`config.mk`:
```
export PLATFORM = sky130hd
export DESIGN_NAME = phy_clk_sel_seq
export DESIGN_NICKNAME = d
export VERILOG_FILES = /design/src/rtl/phy_clk_sel_pkg.sv /design/src/rtl/phy_clk_sel_cnt.sv /design/src/rtl/phy_clk_sel_seq.sv
export SDC_FILE = /design/constraint.sdc
export NUM_CORES = 1
export LEC_CHECK = 0
export ABC_AREA = 1
export CAP_MARGIN = 10
export CORE_AREA = 2 2 53 55
export CTS_CLUSTER_DIAMETER = 150
export DETAILED_ROUTE_END_ITERATION = 16
export DIE_AREA = 0 0 55 57
export MAX_ROUTING_LAYER = met4
export PLACE_DENSITY = 0.76
export SYNTH_ARGS = -nofsm -noshare
export SYNTH_HDL_FRONTEND = slang
export SYNTH_HIERARCHICAL = 1
export SYNTH_SLANG_ARGS = --single-unit
```
`constraint.sdc`:
```
create_clock -name clk -period 2.6 [get_ports clk]
set_clock_uncertainty 0.1 [all_clocks]
set_input_delay 0.52 -clock clk [delete_from_list [all_inputs] [get_ports clk]]
set_output_delay 0.52 -clock clk [all_outputs]
set_load 0.01 [all_outputs]
```
`src/rtl/phy_clk_sel_pkg.sv`:
```
// Shared types and widths for the PHY clock-select sequencer.
// Latency: n/a (declarations only).
// Backpressure: n/a.
package phy_clk_sel_pkg;

    localparam int CNT_W = 8;   // sequencing down-counter width
    localparam int SEL_W = 2;   // clock-mux select width (4 sources)

    typedef enum logic [2:0] {
        ST_INIT     = 3'd0,
        ST_IDLE     = 3'd1,
        ST_GATE_OFF = 3'd2,
        ST_SWITCH   = 3'd3,
        ST_SETTLE   = 3'd4,
        ST_ACK      = 3'd5
    } state_e;

endpackage

```
`src/rtl/phy_clk_sel_cnt.sv`:
```
// Loadable down-counter that saturates at zero; flags when the next count is zero.
// Latency: count registered; zero is combinational on the value being loaded into the register.
// Backpressure: none; load takes priority over decrement.
//
// Ports:
//   clk, reset      : clock and synchronous active-high reset (count <= RST_VAL)
//   load, load_val  : load a new count
//   dec             : decrement by one (holds at zero)
//   zero            : next count value is zero
module phy_clk_sel_cnt
    import phy_clk_sel_pkg::*;
#(
    parameter logic [CNT_W-1:0] RST_VAL = CNT_W'(1)
) (
    input  logic             clk,
    input  logic             reset,
    input  logic             load,
    input  logic [CNT_W-1:0] load_val,
    input  logic             dec,
    output logic             zero
);

    logic [CNT_W-1:0] cnt_q;
    logic [CNT_W-1:0] cnt_d;

    always_comb begin
        cnt_d = cnt_q;
        if (load) begin
            cnt_d = load_val;
        end else if (dec && (cnt_q != '0)) begin
            cnt_d = cnt_q - CNT_W'(1);
        end
    end

    // Flagging the next value lets the FSM leave a timed state on the same
    // edge the count reaches zero, so a load of N gives exactly N cycles.
    assign zero = (cnt_d == '0);

    always_ff @(posedge clk) begin
        if (reset) begin
            cnt_q <= RST_VAL;
        end else begin
            cnt_q <= cnt_d;
        end
    end

endmodule

```
`src/rtl/phy_clk_sel_seq.sv`:
```
// Glitch-free clock-source switch sequencer: gate ICG off, move mux select, settle, re-enable.
// Latency: real switch sel moves GATE_OFF_CYC+1 and sel_ack fires GATE_OFF_CYC+SETTLE_CYC+2 cycles after sampling; no-op/reject acks 1 cycle after sampling.
// Backpressure: requester holds sel_req_vld until sel_ack; requests only sampled in IDLE, never in the cycle right after an ack.
//
// Ports:
//   clk, reset        : always-on reference clock, synchronous active-high reset
//   sel_req_vld/sel_req : level request and wanted source index
//   clk_ok            : per-source alive flags (already synchronised)
//   sel               : registered mux select
//   clk_gate_en       : registered ICG enable after the mux
//   sel_ack/sel_err   : one-cycle completion pulse / rejection-or-fault flag with it
//   busy              : high whenever the sequencer is not idle
module phy_clk_sel_seq
    import phy_clk_sel_pkg::*;
#(
    parameter int unsigned      GATE_OFF_CYC = 4,
    parameter int unsigned      SETTLE_CYC   = 8,
    parameter logic [SEL_W-1:0] DEFAULT_SEL  = 2'd0
) (
    input  logic             clk,
    input  logic             reset,
    input  logic             sel_req_vld,
    input  logic [SEL_W-1:0] sel_req,
    input  logic [3:0]       clk_ok,
    output logic [SEL_W-1:0] sel,
    output logic             clk_gate_en,
    output logic             sel_ack,
    output logic             sel_err,
    output logic             busy
);

    localparam logic [CNT_W-1:0] GATE_LD   = CNT_W'(GATE_OFF_CYC);
    localparam logic [CNT_W-1:0] SETTLE_LD = CNT_W'(SETTLE_CYC);

    state_e           state_q, state_d;
    logic [SEL_W-1:0] sel_q, sel_d;
    logic [SEL_W-1:0] tgt_q, tgt_d;
    logic             gate_q, gate_d;
    logic             ack_q, ack_d;
    logic             err_q, err_d;
    logic             busy_q, busy_d;
    logic             pend_err_q, pend_err_d;

    logic             cnt_load;
    logic [CNT_W-1:0] cnt_load_val;
    logic             cnt_dec;
    logic             cnt_zero;

    phy_clk_sel_cnt #(
        .RST_VAL (SETTLE_LD)
    ) u_cnt (
        .clk      (clk),
        .reset    (reset),
        .load     (cnt_load),
        .load_val (cnt_load_val),
        .dec      (cnt_dec),
        .zero     (cnt_zero)
    );

    always_comb begin
        state_d      = state_q;
        sel_d        = sel_q;
        tgt_d        = tgt_q;
        gate_d       = gate_q;
        ack_d        = 1'b0;
        err_d        = 1'b0;
        pend_err_d   = pend_err_q;
        cnt_load     = 1'b0;
        cnt_load_val = SETTLE_LD;
        cnt_dec      = 1'b0;

        unique case (state_q)
            ST_INIT: begin
                cnt_dec = 1'b1;
                if (cnt_zero) begin
                    state_d = ST_IDLE;
                    gate_d  = 1'b1;
                end
            end

            ST_IDLE: begin
                // ack_q high means this is the cycle straight after an ack;
                // the requester's still-high valid belongs to the old request.
                if (sel_req_vld && !ack_q) begin
                    if (!clk_ok[sel_req]) begin
                        state_d    = ST_ACK;
                        pend_err_d = 1'b1;
                    end else if (sel_req == sel_q) begin
                        state_d    = ST_ACK;
                        pend_err_d = 1'b0;
                    end else begin
                        state_d      = ST_GATE_OFF;
                        tgt_d        = sel_req;
                        gate_d       = 1'b0;
                        pend_err_d   = 1'b0;
                        cnt_load     = 1'b1;
                        cnt_load_val = GATE_LD;
                    end
                end
            end

            ST_GATE_OFF: begin
                cnt_dec = 1'b1;
                if (!clk_ok[tgt_q]) pend_err_d = 1'b1;
                if (cnt_zero) state_d = ST_SWITCH;
            end

            ST_SWITCH: begin
                // Gate is already off here, so moving the mux cannot glitch.
                sel_d        = tgt_q;
                cnt_load     = 1'b1;
                cnt_load_val = SETTLE_LD;
                state_d      = ST_SETTLE;
                if (!clk_ok[tgt_q]) pend_err_d = 1'b1;
            end

            ST_SETTLE: begin
                cnt_dec = 1'b1;
                if (!clk_ok[tgt_q]) pend_err_d = 1'b1;
                if (cnt_zero) begin
                    gate_d  = 1'b1;
                    state_d = ST_ACK;
                end
            end

            ST_ACK: begin
                ack_d   = 1'b1;
                err_d   = pend_err_q;
                state_d = ST_IDLE;
            end

            default: begin
                state_d = ST_INIT;
            end
        endcase

        busy_d = (state_d != ST_IDLE);
    end

    always_ff @(posedge clk) begin
        if (reset) begin
            state_q    <= ST_INIT;
            sel_q      <= DEFAULT_SEL;
            tgt_q      <= DEFAULT_SEL;
            gate_q     <= 1'b0;
            ack_q      <= 1'b0;
            err_q      <= 1'b0;
            busy_q     <= 1'b1;
            pend_err_q <= 1'b0;
        end else begin
            state_q    <= state_d;
            sel_q      <= sel_d;
            tgt_q      <= tgt_d;
            gate_q     <= gate_d;
            ack_q      <= ack_d;
            err_q      <= err_d;
            busy_q     <= busy_d;
            pend_err_q <= pend_err_d;
        end
    end

    assign sel         = sel_q;
    assign clk_gate_en = gate_q;
    assign sel_ack     = ack_q;
    assign sel_err     = err_q;
    assign busy        = busy_q;

endmodule

```
==> results.yml, run 1 <==
power_and_ir_drop:
  peakVddDrop_mv: 0.808
  power_frac_clock_pct: 13.5
  leakagePower_uw: 0.000899
  power_switching_share_pct: 46.7
  p_sw_uw: 892
  internal_power_uw: 1020
  combPwrFrac_pct: 61.3
  seq_power_share_pct: 25.2
  fin_total_pwr_uw: 1910
  power_density_nw_per_um2: 1080
global_routing:
  globalRoute.totalOverflow: 0
  antenna_found_initial: 0
  wire_length_of_the_first_global_routing_pass_um: 5290
  maximum_number_of_pins_on_one_net_before_global_route_repair: 14
  grt.total_usage_pct: 23.3
  grt_pass1_vias: 1290
setup_path:
  endpoint_kind: "flip-flop"
  crit_top_cell: "sky130_fd_sc_hd__nand2_1"
  path_buf_inv: 3
  worst-r2r-cell-count: 16
  cp.depth: 17
  critical_path.startpoint_type: "input port"
  critical-path-max-stage-delay_ns: 0.47
  timing.critical_path.arrival_ns: 2.62
  timing.critical_path.cells: "clkdlybuf4s50_1, nand2_1, nand2_1, nand2_1, nand2_2, nand3_4, buf_4, or2_2, nand2_1, nand2_1, inv_1, nand3_1, nor2_2, or2_2, a21oi_1, nand2_1, nand3_1"
  worstPathRequired_ns: 2.71
  cpLargestDelayFamily: "simple AND/OR/NAND/NOR gates"
  timing.setup.critical_path_class: "input port to flip-flop"
  cp_slowest_cell: "sky130_fd_sc_hd__clkdlybuf4s50_1"
  critPathMaxFanout: 8
clock_tree:
  cts.sink_count: 20
  clkSlewWorstSetupHoldPaths_ns: 0.12
  clock_tree.buffer_depth: 2
  number_of_h_tree_levels: 1
  insertion_delay_ns: 0.31
  numCtsBuffers: 3
  tritoncts: "built"
  cts_root_buf: "sky130_fd_sc_hd__clkbuf_4"
route:
  drtIter0Drc: 36
  drc: 0
  number_of_vias_after_detailed_routing: 1460
  postRouteAntennaNets: 0
  viasPerCell: 5.05
  drt-total-wl_um: 3460
  post_drt_wl_per_cell_um: 12.0
  firstDrtPassIters: 4
run:
  cap_viol_max_count: 0
finish:
  ratio_of_cells_with_drive_above_1_in_the_final_layout_pct: 20.9
  fillerInstances: 227
  finish.instance_area_um2: 1770
  area_growth_syn_to_layout_pct: 31.1
  layout.nets: 270
  diodes: 0
floorplanning:
  rows: 19
  initial_core_util_pct: 51.7
  design.die.area_um2: 3140
  floorplan.die.width_um: 55
  ios: 15
  die-height_um: 57
  design.core.area_um2: 2620
logic_synthesis:
  synth_area_per_cell_um2: 6.20
  synth.yosys.warnings: 6
  cells_after_synthesis: 218
  mappedNetlistArea_um2: 1350
  ys_seq_area_share_pct: 29.6
  synthDistinctLibCells: 29
  ys_seq_elements: 20
min_path:
  whs_path_depth: 2
  worstHoldPathType: "flip-flop to flip-flop"
timing:
  setup_violations: 0
  timing.final.crit_share_pct: 96.7
  fin_tns_setup_ns: 0
  finalHoldViolCount: 0
  final_max_slew_viol_count: 0
  fmax_mhz: 398
  pnr_worst_setup_slack_ns: 0.0855
  fin_hold_ws_ns: 0.368
  period_needed_ns: 2.51
placed_design:
  placement.setup.worst_slack_ns: -0.389
  placement.io_buffers: 14
  gp_congestion: 0.913
  place_area_um2: 1650
  dp_hpwl_um: 2520
outcome:
  outcome: "complete, no violations"
-- metal layers --
layer  routed length [µm]  share of wire (%)  up-vias  GRT usage [%]
met5                    0                  0        -              -
met4                   78                2.3        0           8.71
met1                 1410                 41      659           26.6
met2                 1870                 54       29           40.8
li1                     -                  -      764              -
met3                  101                2.9        8           2.36
-- power groups by stage --
| stage | Sequential [µW] | Combinational [µW] | Clock (µW) |
|---|---|---|---|
| after floorplan | 476 | 806 | 0 |
| after global placement | 487 | 1090 | 0 |
| after detailed placement | 487 | 1110 | 0 |
| after CTS | 480 | 1120 | 261 |
| after global routing | 494 | 1320 | 277 |
| final | 481 | 1170 | 258 |
-- layout make-up --
class	count	area (µm²)	share of cell area, %
clock inverter	1	30.0	1.69
tap	31	38.8	2.19
timing repair inverter	1	7.51	0.423
sequential	20	400	22.6
multi-input combinational	172	868	49.0
clock buffer	3	22.5	1.27
inverter	30	118	6.63
timing repair buffer	31	288	16.2
-- path summary, 6_finish.rpt --
kind / startpoint / endpoint / slack [ns]
worst min-delay path: clk_gate_en$_SDFFE_PP0P_ / clk_gate_en$_SDFFE_PP0P_ / 0.37
worst max register to register: state_q[1]$_SDFF_PP0_ / busy$_SDFF_PP1_ / 0.25
worst min register to register: clk_gate_en$_SDFFE_PP0P_ / clk_gate_en$_SDFFE_PP0P_ / 0.37
worst max-delay path: clk_ok[3] / busy$_SDFF_PP1_ / 0.09
-- flip-flops by register name, summed over array words and instances (netlist names) --
register and flops:
clk_gate_en 1, sel_err 1, u_cnt/cnt_q 8, pend_err_q 1
tgt_q 2, sel_ack 1, busy 1, state_q 3
sel 2
-- tightest hold or removal path, cell delays in order (launching register included) --
cell and delay (ns):
sky130_fd_sc_hd__dfxtp_1 0.33, sky130_fd_sc_hd__nand2_1 0.06, sky130_fd_sc_hd__a21oi_1 0.05
-- timing repair --
action | CTS | global route
setup buffers | 0 | 3
hold buffers | 0 | 0
gates cloned | 0 | 1
setup endpoints to repair | 2 | 2
resized for setup | 2 | 7
pin swaps | 0 | 2
-- cell usage in the layout, fill, tap and decap left out --
cell                              netlist  final
sky130_fd_sc_hd__conb_1                 1      6
sky130_fd_sc_hd__dlymetal6s2s_1         0      3
sky130_fd_sc_hd__or2_2                  4      4
sky130_fd_sc_hd__nand2_1               77     75
sky130_fd_sc_hd__inv_1                 25     25
sky130_fd_sc_hd__nand2_2                4      6
sky130_fd_sc_hd__inv_2                  3      3
sky130_fd_sc_hd__and3_1                 1      1
sky130_fd_sc_hd__clkdlybuf4s50_1        0     11
sky130_fd_sc_hd__mux2i_1                1      1
sky130_fd_sc_hd__buf_4                  0     16
sky130_fd_sc_hd__nand4_1                2      2
sky130_fd_sc_hd__nand3_4                1      1
sky130_fd_sc_hd__nor3_1                 1      1
sky130_fd_sc_hd__ha_1                   2      2
sky130_fd_sc_hd__nor4_1                 1      1
sky130_fd_sc_hd__nand3_2                2      2
sky130_fd_sc_hd__o21ai_1                1      1
sky130_fd_sc_hd__a21oi_1               13     13
sky130_fd_sc_hd__o21ai_4                1      2
sky130_fd_sc_hd__nand3_1               20     20
sky130_fd_sc_hd__o21ai_2                1      1
sky130_fd_sc_hd__bufinv_16              0      1
sky130_fd_sc_hd__nand2_4                2      2
sky130_fd_sc_hd__dfxtp_1               20     20
sky130_fd_sc_hd__buf_12                 0      1
sky130_fd_sc_hd__nand3b_1               1      1
sky130_fd_sc_hd__nor2_4                 3      3
sky130_fd_sc_hd__xor2_1                 1      1
sky130_fd_sc_hd__inv_4                  2      2
sky130_fd_sc_hd__clkinvlp_4             0      1
sky130_fd_sc_hd__nor2_1                19     18
sky130_fd_sc_hd__nor2_2                 5      6
sky130_fd_sc_hd__clkbuf_4               0      3
sky130_fd_sc_hd__o21ai_0                3      2
-- cell usage after synthesis (all sizes together) --
master,number,area [µm²]
nor2,27,136
conb,1,3.75
nand3,23,138
nand3b,1,7.51
nand2,83,337
mux2i,1,10.0
inv,30,118
o21ai,6,45.0
nor4,1,6.26
xor2,1,8.76
nor3,1,5.00
a21oi,13,65.1
ha,2,25.0
nand4,2,12.5
and3,1,6.26
dfxtp,20,400
buf,1,3.75
or2,4,25.0
-- logic make-up after synthesis --
| group | share of synthesized area (%) |
|---|---|
| AOI/OAI and AO/OA | 8.14 |
| and+or+nand+nor | 49.8 |
| DFF | 29.6 |
| xor gates and xnor gates | 0.648 |
| other | 0.277 |
| muxes | 0.740 |
| buffers and inverters | 8.97 |
| adders and majority gates | 1.85 |
-- stage by stage --
stage	std cells	utilization, %
floorplan	223	-
global placement	281	63.2
detailed placement	281	63.2
CTS	285	65.3
global route	289	67.8
finish	289	67.8
(Power assumes the default switching activity.)
==> run 2, diff against run 1 <==
- RECOVER_POWER: unset -> 50
==> results.yml, run 2 (synthesis gave the netlist of run 1 again) <==
timing:
  finalHoldViolCount: 0
  slew_headroom_pct: 59.5
  fmax_mhz: 398
  timing_worst_slew_pin_value_ns: 0.607
  timing.final.crit_share_pct: 96.6
  setup_violations: 0
  final_max_slew_viol_count: 0
  period_needed_ns: 2.51
global_routing:
  wire_length_of_the_first_global_routing_pass_um: 5290
  globalRoute.totalOverflow: 0
  grt.total_usage_pct: 23.3
  grt_pass1_vias: 1290
  antenna_found_initial: 0
  maximum_number_of_pins_on_one_net_before_global_route_repair: 14
setup_path:
  timing.critical_path.arrival_ns: 2.62
  timing.critical_path.cells: "clkdlybuf4s50_1, nand2_1, nand2_1, nand2_1, nand2_2, nand3_4, buf_4, or2_2, nand2_1, nand2_1, inv_1, nand3_1, nor2_2, or2_2, a21oi_1, nand2_1, nand3_1"
  cp_slowest_cell: "sky130_fd_sc_hd__clkdlybuf4s50_1"
  endpoint_kind: "flip-flop"
  cpLargestDelayFamily: "simple AND/OR/NAND/NOR gates"
  critical-path-max-stage-delay_ns: 0.47
  timing.setup.critical_path_class: "input port to flip-flop"
  path_buf_inv: 3
  critPathMaxFanout: 8
  worstPathRequired_ns: 2.71
  critical_path.startpoint_type: "input port"
  crit_top_cell: "sky130_fd_sc_hd__nand2_1"
clock_tree:
  tritoncts: "built"
  numCtsBuffers: 3
  ctsHoldBuffers: 0
  cts_root_buf: "sky130_fd_sc_hd__clkbuf_4"
  cts.sink_count: 20
  clock_tree.buffer_depth: 2
  clkSlewWorstSetupHoldPaths_ns: 0.12
  number_of_h_tree_levels: 1
  insertion_delay_ns: 0.31
finish:
  layout.nets: 270
  number_of_non_filler_instances_in_the_completed_layout: 289
  ratio_of_cells_with_drive_above_1_in_the_final_layout_pct: 20.5
  layout.cells.most_common: "sky130_fd_sc_hd__nand2_1"
  final_cell_mix: "75 x sky130_fd_sc_hd__nand2_1, 25 x sky130_fd_sc_hd__inv_1, 20 x sky130_fd_sc_hd__nand3_1, 20 x sky130_fd_sc_hd__dfxtp_1, 18 x sky130_fd_sc_hd__nor2_1"
  fillerInstances: 229
  top_register: "u_cnt/cnt_q"
  multi_input_area_um2: 868
  top_regs: "u_cnt/cnt_q (8), state_q (3)"
  final_core_utilization_pct: 67.7
  diodes: 0
  finish.instance_area_um2: 1770
  seqCellArea_um2: 400
  largest_reg_flops: 8
  area_growth_syn_to_layout_pct: 30.8
route:
  number_of_vias_after_detailed_routing: 1462
  post_drt_wl_per_cell_um: 12.0
  postRouteAntennaNets: 0
  viasPerCell: 5.06
  drtIter0Drc: 34
  firstDrtPassIters: 4
  drt-total-wl_um: 3460
  drc: 0
floorplanning:
  rows: 19
  ios: 15
  design.core.area_um2: 2620
  design.die.area_um2: 3140
  initial_core_util_pct: 51.7
  die-height_um: 57
  floorplan.die.width_um: 55
placed_design:
  placement.io_buffers: 14
  place_area_um2: 1650
  dp_hpwl_um: 2520
  dpl.cell_count: 281
  gp_congestion: 0.913
power_and_ir_drop:
  power_density_nw_per_um2: 1080
  fin_total_pwr_uw: 1910
  leakagePower_uw: 0.000896
  peakVddDrop_mv: 0.809
run:
  cap_viol_max_count: 0
min_path:
  worstHoldPathType: "flip-flop to flip-flop"
outcome:
  outcome: "complete, no violations"
## run 2: area by class of cell
class / instances / share of cell area (%)
clock inverter: 1 / 1.70
inverter: 30 / 6.65
sequential: 20 / 22.6
clock buffer: 3 / 1.27
timing repair buffer: 31 / 16.1
tap: 31 / 2.19
multi-input combinational: 172 / 49.1
timing repair inverter: 1 / 0.424
## run 2: what timing repair did
| item | 4_1_cts | 5_1_grt |
|---|---|---|
| pin swaps | 0 | 2 |
| resized for setup | 2 | 7 |
| setup buffers | 0 | 3 |
| cloned | 0 | 1 |
| endpoints found under the setup margin | 2 | 2 |
## run 2: worst paths after layout
kind / slack, ns / cells after the start / end / from
max: 0.09 / 17 / busy$_SDFF_PP1_ / clk_ok[3]
min: 0.37 / 2 / clk_gate_en$_SDFFE_PP0P_ / clk_gate_en$_SDFFE_PP0P_
max reg2reg: 0.24 / 15 / state_q[0]$_SDFF_PP0_ / state_q[1]$_SDFF_PP0_
min reg2reg: 0.37 / 2 / clk_gate_en$_SDFFE_PP0P_ / clk_gate_en$_SDFFE_PP0P_
## run 2: routing by layer
layer | global-route usage (%) | vias up | part of all wire (%)
met3 | 2.36 | 8 | 2.1
met4 | 8.71 | 0 | 2.2
met2 | 40.8 | 27 | 54
li1 | - | 764 | -
met1 | 26.6 | 663 | 41
met5 | - | - | 0
## run 2: per-stage QoR
stage                     setup WS, ns  TNS, ns  hold WS [ns]
final                           0.0874        0         0.367
after global routing           -0.0383  -0.0383         0.403
after CTS                       0.0597        0         0.372
after detailed placement        -0.389   -0.934         0.354
after global placement          -0.299   -0.729         0.351
after floorplan                  0.184        0         0.332
## run 2: worst reg2reg max path, stage by stage, from the launching register on
cell                      delay [ns]
sky130_fd_sc_hd__dfxtp_1        0.36
sky130_fd_sc_hd__inv_2          0.17
sky130_fd_sc_hd__o21ai_2        0.10
sky130_fd_sc_hd__inv_1          0.21
sky130_fd_sc_hd__inv_1          0.14
sky130_fd_sc_hd__nor2_2         0.21
sky130_fd_sc_hd__nand2_1        0.07
sky130_fd_sc_hd__nand2_1        0.06
sky130_fd_sc_hd__nand2_1        0.06
sky130_fd_sc_hd__nand2_1        0.06
sky130_fd_sc_hd__nor2_1         0.04
sky130_fd_sc_hd__nand2_1        0.07
sky130_fd_sc_hd__nor2_2         0.04
sky130_fd_sc_hd__or2_2          0.28
sky130_fd_sc_hd__a21oi_1        0.18
sky130_fd_sc_hd__a21oi_1        0.08
## run 2: power by group
part | leakage (µW) | switching, µW | total (µW) | internal, µW
registers | 0.000163 | 83.9 | 481 | 397
clock network | 0.0000279 | 102 | 258 | 156
logic | 0.000705 | 706 | 1170 | 464
total | 0.000896 | 892 | 1910 | 1020
